### config.mk
export PLATFORM = sky130hd
export DESIGN_NAME = instr_fetch_unit
export DESIGN_NICKNAME = d
export VERILOG_FILES = /design/src/rtl/instr_fetch_unit.sv
export SDC_FILE = /design/constraint.sdc
export NUM_CORES = 1
export LEC_CHECK = 0
export CAP_MARGIN = 10
export CORE_MARGIN = 2
export CORE_UTILIZATION = 48
export CTS_CLUSTER_DIAMETER = 120
export DETAILED_ROUTE_END_ITERATION = 10
export GPL_TIMING_DRIVEN = 0
export PLACE_DENSITY = 0.83
export SLEW_MARGIN = 0
export SYNTH_ARGS = -nofsm -noshare
export SYNTH_HDL_FRONTEND = slang
export SYNTH_SLANG_ARGS = --single-unit
### constraint.sdc
create_clock -name clk -period 4.98 [get_ports clk]
set_input_delay 0.498 -clock clk [delete_from_list [all_inputs] [get_ports clk]]
set_output_delay 0.498 -clock clk [all_outputs]
set_load 0.02 [all_outputs]
### src/rtl/instr_fetch_unit.sv
`default_nettype none
// ============================================================================
//  Module      : instr_fetch_unit
//  Description : Program counter owner for the single-issue MIPS core. Fetches
//                one instruction word at a time over a req/ack handshake,
//                holds it for the decoder until retired, and computes the next
//                PC from the decoder's branch/jump/jr controls.
//  Revision    : 1.0 - initial release
// ============================================================================
module instr_fetch_unit #(
    parameter logic [31:0] RESET_PC = 32'h0000_0000
) (
    input  logic        clk,
    input  logic        reset_n,
    output logic        imem_req,
    output logic [31:0] imem_addr,
    input  logic        imem_ack,
    input  logic [31:0] imem_rdata,
    output logic [31:0] instr,
    output logic        instr_valid,
    input  logic        instr_ready,
    output logic [31:0] pc,
    output logic [31:0] pc_plus4,
    input  logic        dobranch,
    input  logic        dojump,
    input  logic        jr_sel,
    input  logic [31:0] jr_target,
    output logic        misalign,
    output logic [31:0] instret
);

    localparam logic [1:0] c_START = 2'd0;
    localparam logic [1:0] c_FETCH = 2'd1;
    localparam logic [1:0] c_HOLD  = 2'd2;

    logic [1:0]  r_state;
    logic [1:0]  w_next_state;
    logic        w_imem_req;
    logic        w_instr_valid;
    logic        w_load_instr;
    logic        w_retire;

    logic [31:0] r_pc;
    logic [31:0] r_instr;
    logic [31:0] r_instret;
    logic        r_misalign;

    logic [31:0] w_pc_plus4;
    logic [31:0] w_branch_off;
    logic [31:0] w_next_pc;
    logic        w_jr_misalign;

    // State register; asynchronous reset drops any in-flight fetch.
    always_ff @(posedge clk or negedge reset_n) begin
        if (!reset_n) begin
            r_state <= c_START;
        end else begin
            r_state <= w_next_state;
        end
    end

    // Next-state and handshake outputs; ack only matters in FETCH, ready only in HOLD.
    always_comb begin
        w_next_state  = r_state;
        w_imem_req    = 1'b0;
        w_instr_valid = 1'b0;
        w_load_instr  = 1'b0;
        w_retire      = 1'b0;
        case (r_state)
            c_START: begin
                w_next_state = c_FETCH;
            end
            c_FETCH: begin
                w_imem_req = 1'b1;
                if (imem_ack) begin
                    w_load_instr = 1'b1;
                    w_next_state = c_HOLD;
                end
            end
            c_HOLD: begin
                w_instr_valid = 1'b1;
                if (instr_ready) begin
                    w_retire     = 1'b1;
                    w_next_state = c_FETCH;
                end
            end
            default: begin
                w_next_state = c_START;
            end
        endcase
    end

    // Next-PC selection: jr beats absolute jump beats branch beats fall-through.
    always_comb begin
        w_pc_plus4    = r_pc + 32'd4;
        w_branch_off  = {{14{r_instr[15]}}, r_instr[15:0], 2'b00};
        w_jr_misalign = 1'b0;
        w_next_pc     = w_pc_plus4;
        if (dojump && jr_sel) begin
            w_next_pc     = {jr_target[31:2], 2'b00};
            w_jr_misalign = (jr_target[1:0] != 2'b00);
        end else if (dojump) begin
            w_next_pc = {w_pc_plus4[31:28], r_instr[25:0], 2'b00};
        end else if (dobranch) begin
            w_next_pc = w_pc_plus4 + w_branch_off;
        end
    end

    // Datapath registers: capture on ack, advance PC and counters on retire.
    always_ff @(posedge clk or negedge reset_n) begin
        if (!reset_n) begin
            r_pc       <= RESET_PC;
            r_instr    <= 32'h0000_0000;
            r_instret  <= 32'h0000_0000;
            r_misalign <= 1'b0;
        end else begin
            if (w_load_instr) begin
                r_instr <= imem_rdata;
            end
            if (w_retire) begin
                r_pc      <= w_next_pc;
                r_instret <= r_instret + 32'd1;
                if (w_jr_misalign) begin
                    r_misalign <= 1'b1;
                end
            end
        end
    end

    assign imem_req    = w_imem_req;
    assign imem_addr   = r_pc;
    assign instr       = r_instr;
    assign instr_valid = w_instr_valid;
    assign pc          = r_pc;
    assign pc_plus4    = w_pc_plus4;
    assign misalign    = r_misalign;
    assign instret     = r_instret;

endmodule
`default_nettype wire

==> results.py, run 1 <==
metrics = {
    "setup_path": {
        "rr_startpoint": "imem_addr[2]",
        "required_ns": 5.22,
        "critPathCaptureType": "register",
        "start_kind": "register",
        "r2r_setup_slack_ns": 0.34,
        "critPathArrivalTime_ns": 4.89,
        "crit_type": "register to register",
        "r2r_end": "imem_addr[31]",
        "r2r_cells": 16,
        "crit_fanout": 9,
    },
    "logic_synthesis": {
        "ys_top_cells_by_area": "dfrtp_1 34%, ha_1 6.4%, xnor2_1 6.3%",
        "yosys.cell_types.count": 64,
        "yosys.area.top_type_share": 0.3355,
        "synth_seq_cells": 97,
        "synth-main-ff-cell": "dfrtp_1",
        "synth_area_per_cell_um2": 8.878,
        "ys_warn_count": 0,
        "netlist_area_um2": 7236,
        "synth_edf_count": 0,
        "yosysTopAreaCell": "dfrtp_1",
        "seq_area_frac_synth": 0.3355,
        "syn_inst": 815,
        "async_flop_share": 1.000,
    },
    "timing": {
        "slew_headroom": 0.2121,
        "period_needed_ns": 4.642,
        "worst_slew_pin_slew_ns": 1.171,
        "fin_skew_ns": 0.01299,
        "whs_ns": 0.09535,
        "hold_viol": 0,
        "timing.final.crit_share": 0.9322,
        "rsz0062_at_grt": "no",
        "fmax_mhz": 215.4,
        "finalSetupViolCount": 0,
        "drv_slew": 0,
    },
    "power_and_ir_drop": {
        "p_total_mw": 7.136,
        "p_leak_nw": 4.280,
        "ir_worst_vdd_v": 0.0004798,
        "power_density_nw_per_um2": 708.9,
    },
    "flow_run": {
        "drv_cap": 0,
    },
    "clock_network": {
        "clkTransAtPathRegs_ns": 0.08,
        "cts-root-buf": "clkbuf_16",
        "hold_buffers": 0,
        "ctsHtreeMaxLevel": 3,
        "clock_sinks": 97,
        "postCtsResizedCells": 0,
        "tritoncts": "built",
        "insertion_delay_ns": 0.37,
        "post_cts.repair.setup_buffers": 0,
        "ctsLongestPathBuffers": 2,
        "cts_buffers": 9,
    },
    "die": {
        "die_width_um": 126.8,
        "num_rows": 44,
        "initial_utilization": 0.4941,
        "io_pins": 234,
        "die_h_um": 126.8,
        "core_area_um2": 14640,
        "dieArea_um2": 16070,
    },
    "global_route": {
        "grt_remaining_overflow": 0,
        "antenna_found_initial": 0,
        "grt_first_pass_wirelength_um": 38510,
        "grt_use_total": 0.3082,
        "grt_pass1_vias": 6909,
        "grt_start_max_net_pins": 64,
    },
    "outcome": {
        "status": "completed",
    },
    "final_layout": {
        "drive_gt1_frac": 0.09605,
        "antennaDiodeCount": 0,
        "register_area_um2": 2427,
        "fin_nets": 1166,
        "fill_cells": 1183,
        "multi_input_area_um2": 4362,
        "syn_to_final_growth_pct": 39.11,
    },
    "drt": {
        "vias": 7304,
        "firstDrtPassIters": 5,
        "drtIter0Drc": 657,
        "route.detailed.wl_per_inst_um": 20.17,
        "drt-total-wl_um": 25130,
        "ant_nets": 0,
        "routed_via_density": 5.862,
        "drc": 0,
    },
    "placed_design": {
        "place.gp.congestion": 0.9712,
        "hpwlAfterDp_um": 19320,
        "port_buffers": 225,
    },
    "worst_hold_path": {
        "min_path_type": "primary input to asynchronous set/reset pin",
    },
}
[layout by cell type (no fill, tap or decap), types with 4 or more instances in the layout]
| cell | instances |
|---|---|
| and4_1 | 4 |
| o221ai_1 | 10 |
| clkdlybuf4s50_1 | 224 |
| nand4_1 | 26 |
| a31oi_1 | 7 |
| or2_2 | 4 |
| o21a_1 | 5 |
| a21o_1 | 17 |
| a211oi_1 | 7 |
| nor4_1 | 5 |
| mux2_2 | 36 |
| buf_4 | 37 |
| o21ai_0 | 40 |
| o21bai_1 | 6 |
| nor2_1 | 56 |
| ha_1 | 37 |
| dfrtp_1 | 97 |
| xor2_1 | 21 |
| nor2b_1 | 5 |
| a21oi_1 | 54 |
| or3_1 | 4 |
| inv_1 | 16 |
| nor3_1 | 15 |
| nand2b_1 | 5 |
| and3_1 | 15 |
| nand3_1 | 31 |
| conb_1 | 6 |
| clkbuf_1 | 27 |
| a22o_1 | 4 |
| clkbuf_16 | 9 |
| o211ai_1 | 7 |
| nand2_1 | 83 |
| mux2i_1 | 28 |
| xnor2_1 | 52 |
[final cells by class]
type / count / area share
well taps: 184 / 0.02287
clock buffers: 9 / 0.02237
clock inverters: 7 / 0.007831
multi-input cells: 636 / 0.4333
repair buffers: 226 / 0.2262
flip-flops and latches: 97 / 0.2411
inverters: 18 / 0.006712
plain buffers: 69 / 0.03953
[registers in the layout, summed over array words and instances, names as in the netlist]
register / count
instret: 32
r_state: 2
instr: 32
imem_addr: 30
misalign: 1
[worst max-delay path, cell delays in order, from the launching register on]
cell and delay [ns]:
dfrtp_1 0.54, ha_1 0.27, nand4_1 0.23, or3_1 0.36, clkbuf_1 0.24, nor2_1 0.29, nand4_1 0.15, xnor2_1 0.33
ha_1 0.30, clkbuf_1 0.20, a21oi_1 0.29, o221ai_1 0.20, a22o_1 0.28, nor3_1 0.40, a211oi_1 0.10, a211oi_1 0.22
nand3_1 0.09
[worst max-delay path by stage]
| stage | cells after the start | from | to | slack [ns] |
|---|---|---|---|---|
| after floorplan | 17 | imem_addr[2] | imem_addr[31] | 0.93 |
| after global placement | 1 | reset_n | instr[22] | -0.33 |
| after detailed placement | 16 | imem_addr[2] | imem_addr[31] | 0.45 |
| after CTS | 16 | imem_addr[2] | imem_addr[31] | 0.44 |
| after global routing | 14 | imem_addr[2] | imem_addr[30] | 0.14 |
| final | 16 | imem_addr[2] | imem_addr[31] | 0.34 |
[through the flow]
stage | util | setup WS (ns) | setup TNS [ns] | area (um2) | cells
floorplan | - | 0.9345 | 0 | 7254 | 820
global placement | 0.6649 | -0.3342 | -31.74 | 9737 | 1229
detailed placement | 0.6666 | 0.4483 | 0 | 9762 | 1230
CTS | 0.6874 | 0.4395 | 0 | 10070 | 1246
global route | 0.6874 | 0.1391 | 0 | 10070 | 1246
finish | 0.6874 | 0.3379 | 0 | 10070 | 1246
[metal layers]
metal | vias to the layer above | routed length (um) | global-route usage
met1 | 3488 | 10740 | 0.4159
met5 | - | 0 | 0
li1 | 3405 | - | -
met2 | 361 | 11560 | 0.4906
met3 | 50 | 2152 | 0.06748
met4 | 0 | 677 | 0.1112
[kinds of logic (layout without fill, tap and decap cells)]
family	after synthesis	count (layout)	share of synthesized area
buf+inv	87	329	0.06433
xor+xnor	74	74	0.09061
fa+ha+maj	38	38	0.06675
mux	64	64	0.09476
compound gates	188	188	0.1679
simple gates	266	266	0.1797
other cells	1	6	0.0005183
flops	97	97	0.3355
[cells in the mapped netlist, drive strengths merged (4+ instances only)]
| master | number |
|---|---|
| nor2 | 56 |
| inv | 16 |
| o211ai | 7 |
| a21oi | 54 |
| ha | 37 |
| nand3 | 32 |
| nand2 | 83 |
| nor2b | 5 |
| or3 | 4 |
| nand2b | 5 |
| o21a | 5 |
| and4 | 4 |
| a22o | 4 |
| a211oi | 7 |
| nor4 | 6 |
| buf | 42 |
| mux2i | 28 |
| a31oi | 7 |
| and3 | 15 |
| o21ai | 41 |
| o21bai | 6 |
| a21o | 17 |
| dfrtp | 97 |
| and2 | 5 |
| o221ai | 10 |
| mux2 | 36 |
| xnor2 | 52 |
| xor2 | 22 |
| nor3 | 15 |
| or2 | 4 |
| clkbuf | 27 |
| nand4 | 26 |
[power breakdown]
| group | internal, mW | leakage, nW | switching, mW |
|---|---|---|---|
| clock network | 0.357 | 0.148 | 0.370 |
| logic | 2.24 | 2.91 | 2.69 |
| registers | 1.06 | 1.22 | 0.423 |
| total | 3.65 | 4.28 | 3.49 |
Power figures use the tool's default switching activity.
==> run 2: changes to the inputs <==
--- a/config.mk
+++ b/config.mk
@@ -11,7 +11,7 @@
 export CTS_CLUSTER_DIAMETER = 120
 export DETAILED_ROUTE_END_ITERATION = 10
 export GPL_TIMING_DRIVEN = 0
-export PLACE_DENSITY = 0.83
+export PLACE_DENSITY = 0.9
 export SLEW_MARGIN = 0
 export SYNTH_ARGS = -nofsm -noshare
 export SYNTH_HDL_FRONTEND = slang
==> run 2 against run 1 <==
  * Fmax fell by 2.1%
  * Die area did not move
  * Critical path depth did not move
  * Highest routed layer unchanged
  * Clock power fell by 0.7%
==> results.py, run 2 (same netlist as run 1, synthesis figures left out) <==
metrics = {
    "outcome": {
        "status": "completed",
    },
    "final_layout": {
        "syn_to_final_growth_pct": 39.24,
        "fin_nets": 1166,
        "final_common_cell": "clkdlybuf4s50_1",
        "final_cell_mix": "224 x clkdlybuf4s50_1, 97 x dfrtp_1, 83 x nand2_1",
        "antennaDiodeCount": 0,
        "final_cell_area_um2": 10070,
        "fill_cells": 1161,
        "drive_gt1_frac": 0.09887,
    },
    "global_route": {
        "grt_pass1_vias": 7129,
        "grt_remaining_overflow": 0,
        "grt_start_max_net_pins": 59,
        "antenna_found_initial": 0,
        "grt_use_total": 0.3155,
        "grt_first_pass_wirelength_um": 39610,
    },
    "power_and_ir_drop": {
        "p_leak_nw": 4.278,
        "power_density_nw_per_um2": 706.8,
        "ir_worst_vdd_v": 0.0004452,
    },
    "die": {
        "io_pins": 234,
        "num_rows": 44,
        "dieArea_um2": 16070,
        "die_h_um": 126.8,
        "initial_utilization": 0.4941,
        "core_area_um2": 14640,
        "die_width_um": 126.8,
    },
    "clock_network": {
        "tritoncts": "built",
        "ctsHtreeMaxLevel": 3,
        "cts-root-buf": "clkbuf_16",
        "insertion_delay_ns": 0.36,
        "clock_sinks": 97,
        "post_cts.repair.setup_buffers": 0,
        "cts_buffers": 9,
        "clkTransAtPathRegs_ns": 0.08,
        "ctsLongestPathBuffers": 2,
    },
    "timing": {
        "period_needed_ns": 4.744,
        "fin_skew_ns": 0.009309,
        "finalSetupViolCount": 0,
        "timing.final.crit_share": 0.9526,
        "fmax_mhz": 210.8,
        "drv_slew": 0,
        "rsz0062_at_grt": "no",
        "worst_slew_pin_slew_ns": 1.052,
        "finalSetupTns_ns": 0,
        "hold_viol": 0,
        "slew_headroom": 0.2987,
    },
    "setup_path": {
        "startpoint": "imem_addr[2]",
        "crit_end": "imem_addr[31]",
        "required_ns": 5.21,
        "r2r_setup_slack_ns": 0.24,
        "critPathArrivalTime_ns": 4.98,
        "crit_fanout": 9,
        "r2r_cells": 16,
        "rr_startpoint": "imem_addr[2]",
        "start_kind": "register",
        "critPathCaptureType": "register",
        "r2r_end": "imem_addr[31]",
        "crit_type": "register to register",
    },
    "drt": {
        "routed_via_density": 5.962,
        "route.detailed.wl_per_inst_um": 20.56,
        "drc": 0,
        "ant_nets": 0,
        "drtIter0Drc": 632,
        "drt-total-wl_um": 25620,
        "vias": 7429,
        "firstDrtPassIters": 5,
    },
    "placed_design": {
        "port_buffers": 225,
        "place.gp.congestion": 1.019,
        "hpwlAfterDp_um": 19600,
        "place_area_um2": 9754,
    },
    "flow_run": {
        "drv_cap": 0,
    },
    "worst_hold_path": {
        "min_path_type": "primary input to asynchronous set/reset pin",
    },
}
run 2: metrics by stage:
step	utilization	setup slack [ns]	std cells	hold slack, ns	power [mW]
global route	0.6880	0.01280	1246	0.2885	7.560
floorplan	-	0.9345	820	0.2024	4.492
detailed placement	0.6661	0.3593	1230	0.4649	6.293
finish	0.6880	0.2362	1246	0.2139	7.121
CTS	0.6870	0.2556	1246	0.2336	7.045
global placement	0.6649	-0.3379	1229	0.4560	6.236
run 2: final cells by class:
class                   count  area, um2  share of cell area
plain buffers              69      397.9             0.03949
clock buffers               9      225.2             0.02235
clock inverters             7      81.33            0.008072
inverters                  18      67.56            0.006706
multi-input cells         636       4375              0.4343
flip-flops and latches     97       2427              0.2409
well taps                 184      230.2             0.02285
repair buffers            226       2270              0.2253
run 2: what timing repair did:
| action | CTS | global route |
|---|---|---|
| hold buffers | 0 | 0 |
| setup endpoints to repair | 0 | 3 |
| resized for setup | 0 | 3 |
run 2: worst min-delay path by stage:
stage	startpoint	end	slack (ns)	cells past startpoint
final	reset_n	imem_addr[28]	0.21	1
after global routing	reset_n	imem_addr[28]	0.29	1
after CTS	reset_n	imem_addr[31]	0.23	1
after detailed placement	instret[31]	instret[31]	0.46	1
after global placement	instret[31]	instret[31]	0.46	1
after floorplan	reset_n	imem_addr[10]	0.20	0
run 2: power breakdown:
group          leakage, nW  switching, mW  internal (mW)
clock                0.150          0.363          0.359
sequential            1.22          0.433           1.06
combinational         2.91           2.68           2.23
run 2: metal layers:
metal  share of wire  track usage
met5               0            0
met4           0.029       0.1118
met3           0.087      0.05947
met2            0.47       0.5157
met1            0.41       0.4214
run 2: critical path, cell delays in order, from the launching register on:
cell and delay, ns:
dfrtp_1 0.54, ha_1 0.29, nand4_1 0.27, or3_1 0.39, clkbuf_1 0.25, nor2_2 0.25, nand4_1 0.13, xnor2_1 0.36
ha_1 0.30, clkbuf_1 0.20, a21oi_1 0.31, o221ai_1 0.21, a22o_1 0.31, nor3_1 0.38, a211oi_1 0.10, a211oi_1 0.22
nand3_1 0.09
==> run 3: changes to the inputs <==
--- a/config.mk
+++ b/config.mk
@@ -7,11 +7,12 @@
 export LEC_CHECK = 0
 export CAP_MARGIN = 10
 export CORE_MARGIN = 2
-export CORE_UTILIZATION = 48
+export CORE_UTILIZATION = 43
 export CTS_CLUSTER_DIAMETER = 120
 export DETAILED_ROUTE_END_ITERATION = 10
 export GPL_TIMING_DRIVEN = 0
-export PLACE_DENSITY = 0.9
+export PLACE_DENSITY = 0.85
+export SKIP_CTS_REPAIR_TIMING = 1
 export SLEW_MARGIN = 0
 export SYNTH_ARGS = -nofsm -noshare
 export SYNTH_HDL_FRONTEND = slang
==> constraint.sdc (replaced) <==
create_clock -name clk -period 3.8 [get_ports clk]
set_input_delay 0.38 -clock clk [delete_from_list [all_inputs] [get_ports clk]]
set_output_delay 0.38 -clock clk [all_outputs]
set_load 0.02 [all_outputs]
==> run 3 against run 2 <==
  * Global-route usage is 3.1 points lower
  * Flip-flop and latch count stayed put
  * Combinational power is 46% higher
  * Sequential share of layout area is 1.4 points lower
  * Total power is 42% higher
  * Setup slack worse by 0.22 ns
  * Via count is 3.3% higher
  * Non-clock buffer count is 26 higher
  * Register-to-register slack worse by 0.22 ns
==> results.py, run 3 (same netlist as run 1, synthesis figures left out) <==
metrics = {
    "die": {
        "core_area_um2": 16520,
        "num_rows": 47,
        "die_width_um": 133.7,
        "initial_utilization": 0.4379,
        "dieArea_um2": 17880,
        "die_h_um": 133.7,
        "io_pins": 234,
    },
    "drt": {
        "drtIter0Drc": 772,
        "firstDrtPassIters": 5,
        "routed_via_density": 5.869,
        "route.detailed.wl_per_inst_um": 20.61,
        "drc": 0,
        "ant_nets": 0,
        "drt-total-wl_um": 26960,
        "vias": 7676,
    },
    "final_layout": {
        "syn_to_final_growth_pct": 48.59,
        "fill_cells": 1316,
        "multi_input_area_um2": 4770,
        "drive_gt1_frac": 0.1820,
        "final_common_cell": "clkdlybuf4s50_1",
        "fin_nets": 1192,
        "antennaDiodeCount": 0,
        "register_area_um2": 2440,
        "final_cell_mix": "224 x clkdlybuf4s50_1, 87 x dfrtp_1, 81 x nand2_1",
        "final_cell_area_um2": 10750,
    },
    "setup_path": {
        "crit_fanout": 7,
        "slowest_delay_ns": 0.47,
        "crit_buf_inv": 1,
        "critPathCaptureType": "register",
        "crit_path_cell_trace": "ha_4 -> nand4_1 -> buf_4 -> or3_4 -> xnor2_2 -> ha_2 -> and4_1 -> a221o_1 -> a221oi_2 -> o21ai_2 -> a31oi_2 -> mux2i_2 -> nor3_2",
        "start_kind": "register",
        "r2r_setup_slack_ns": 0.02,
        "crit_type": "register to register",
        "slowest_stage": "or3_4",
        "cp_top_family": "compound AO/OA/AOI/OAI gates",
        "critPathArrivalTime_ns": 4.03,
        "required_ns": 4.04,
    },
    "global_route": {
        "grt_pass1_vias": 7211,
        "grt_start_max_net_pins": 50,
        "grt_remaining_overflow": 0,
        "grt_use_total": 0.2843,
        "grt_first_pass_wirelength_um": 39760,
        "antenna_found_initial": 0,
    },
    "power_and_ir_drop": {
        "power_density_nw_per_um2": 941.8,
        "p_leak_nw": 4.539,
        "ir_worst_vdd_v": 0.0005807,
    },
    "clock_network": {
        "cts_buffers": 9,
        "ctsLongestPathBuffers": 2,
        "tritoncts": "built",
        "ctsHtreeMaxLevel": 3,
        "insertion_delay_ns": 0.36,
        "cts-root-buf": "clkbuf_16",
        "clock_sinks": 97,
        "clkTransAtPathRegs_ns": 0.08,
    },
    "timing": {
        "finalSetupViolCount": 0,
        "fmax_mhz": 264.3,
        "worst_slew_pin_slew_ns": 1.184,
        "slew_headroom": 0.2106,
        "period_needed_ns": 3.784,
        "drv_slew": 0,
        "hold_viol": 0,
        "whs_ns": 0.06717,
        "fin_skew_ns": 0.01020,
        "timing.final.crit_share": 0.9958,
    },
    "placed_design": {
        "hpwlAfterDp_um": 19810,
        "port_buffers": 225,
        "place.gp.congestion": 0.9970,
        "place_area_um2": 9842,
    },
    "flow_run": {
        "drv_cap": 0,
    },
    "outcome": {
        "status": "completed",
    },
    "worst_hold_path": {
        "min_path_type": "primary input to asynchronous set/reset pin",
    },
}
-- run 3: cell types whose count changed in the layout (fill, tap and decap cells not counted), sizes merged --
cell,previous run,this run
buf,44,75
clkbuf,36,31
-- run 3: layout make-up --
cell class	count	share of cell area
inverter	18	0.006284
sequential	97	0.2269
multi-input combinational	636	0.4436
clock buffer	9	0.02095
timing repair buffer	257	0.2338
buffer	64	0.03549
clock inverter	7	0.007332
tap	220	0.02560
-- run 3: report_power, final --
part           total (mW)  switching (mW)  internal [mW]
Clock               0.951           0.482          0.468
Sequential           2.02           0.630           1.39
Combinational        7.15            3.78           3.37
-- run 3: path summary, 6_finish.rpt --
path,start,end,cells after the start
hold reg to reg,instret[31],instret[31],1
setup reg to reg,imem_addr[2],imem_addr[24],13
min in group clk,instret[31],instret[31],1
hold / removal,reset_n,imem_addr[28],1
max in group asynchronous,reset_n,instr[4],2
setup / recovery,imem_addr[2],imem_addr[24],13
-- run 3: through the flow --
step	TNS [ns]	power (mW)	cells	utilization	worst slack [ns]
2_1_floorplan	0	5.905	820	-	0.007448
3_3_place_gp	-153.78	8.197	1265	0.5941	-1.897
3_5_place_dp	-8.000	8.280	1266	0.5956	-0.8068
4_1_cts	-9.346	9.262	1282	0.6140	-0.8133
5_1_grt	-0.7527	10.67	1308	0.6506	-0.1531
6_report	0	10.13	1308	0.6506	0.01594
-- run 3: metal layers --
layer / GRT usage / wire, um / vias to the layer above
met5: 0 / 0 / -
met4: 0.1277 / 953 / 0
met3: 0.04947 / 2452 / 79
met2: 0.4516 / 12770 / 429
met1: 0.3801 / 10790 / 3720
li1: - / - / 3448
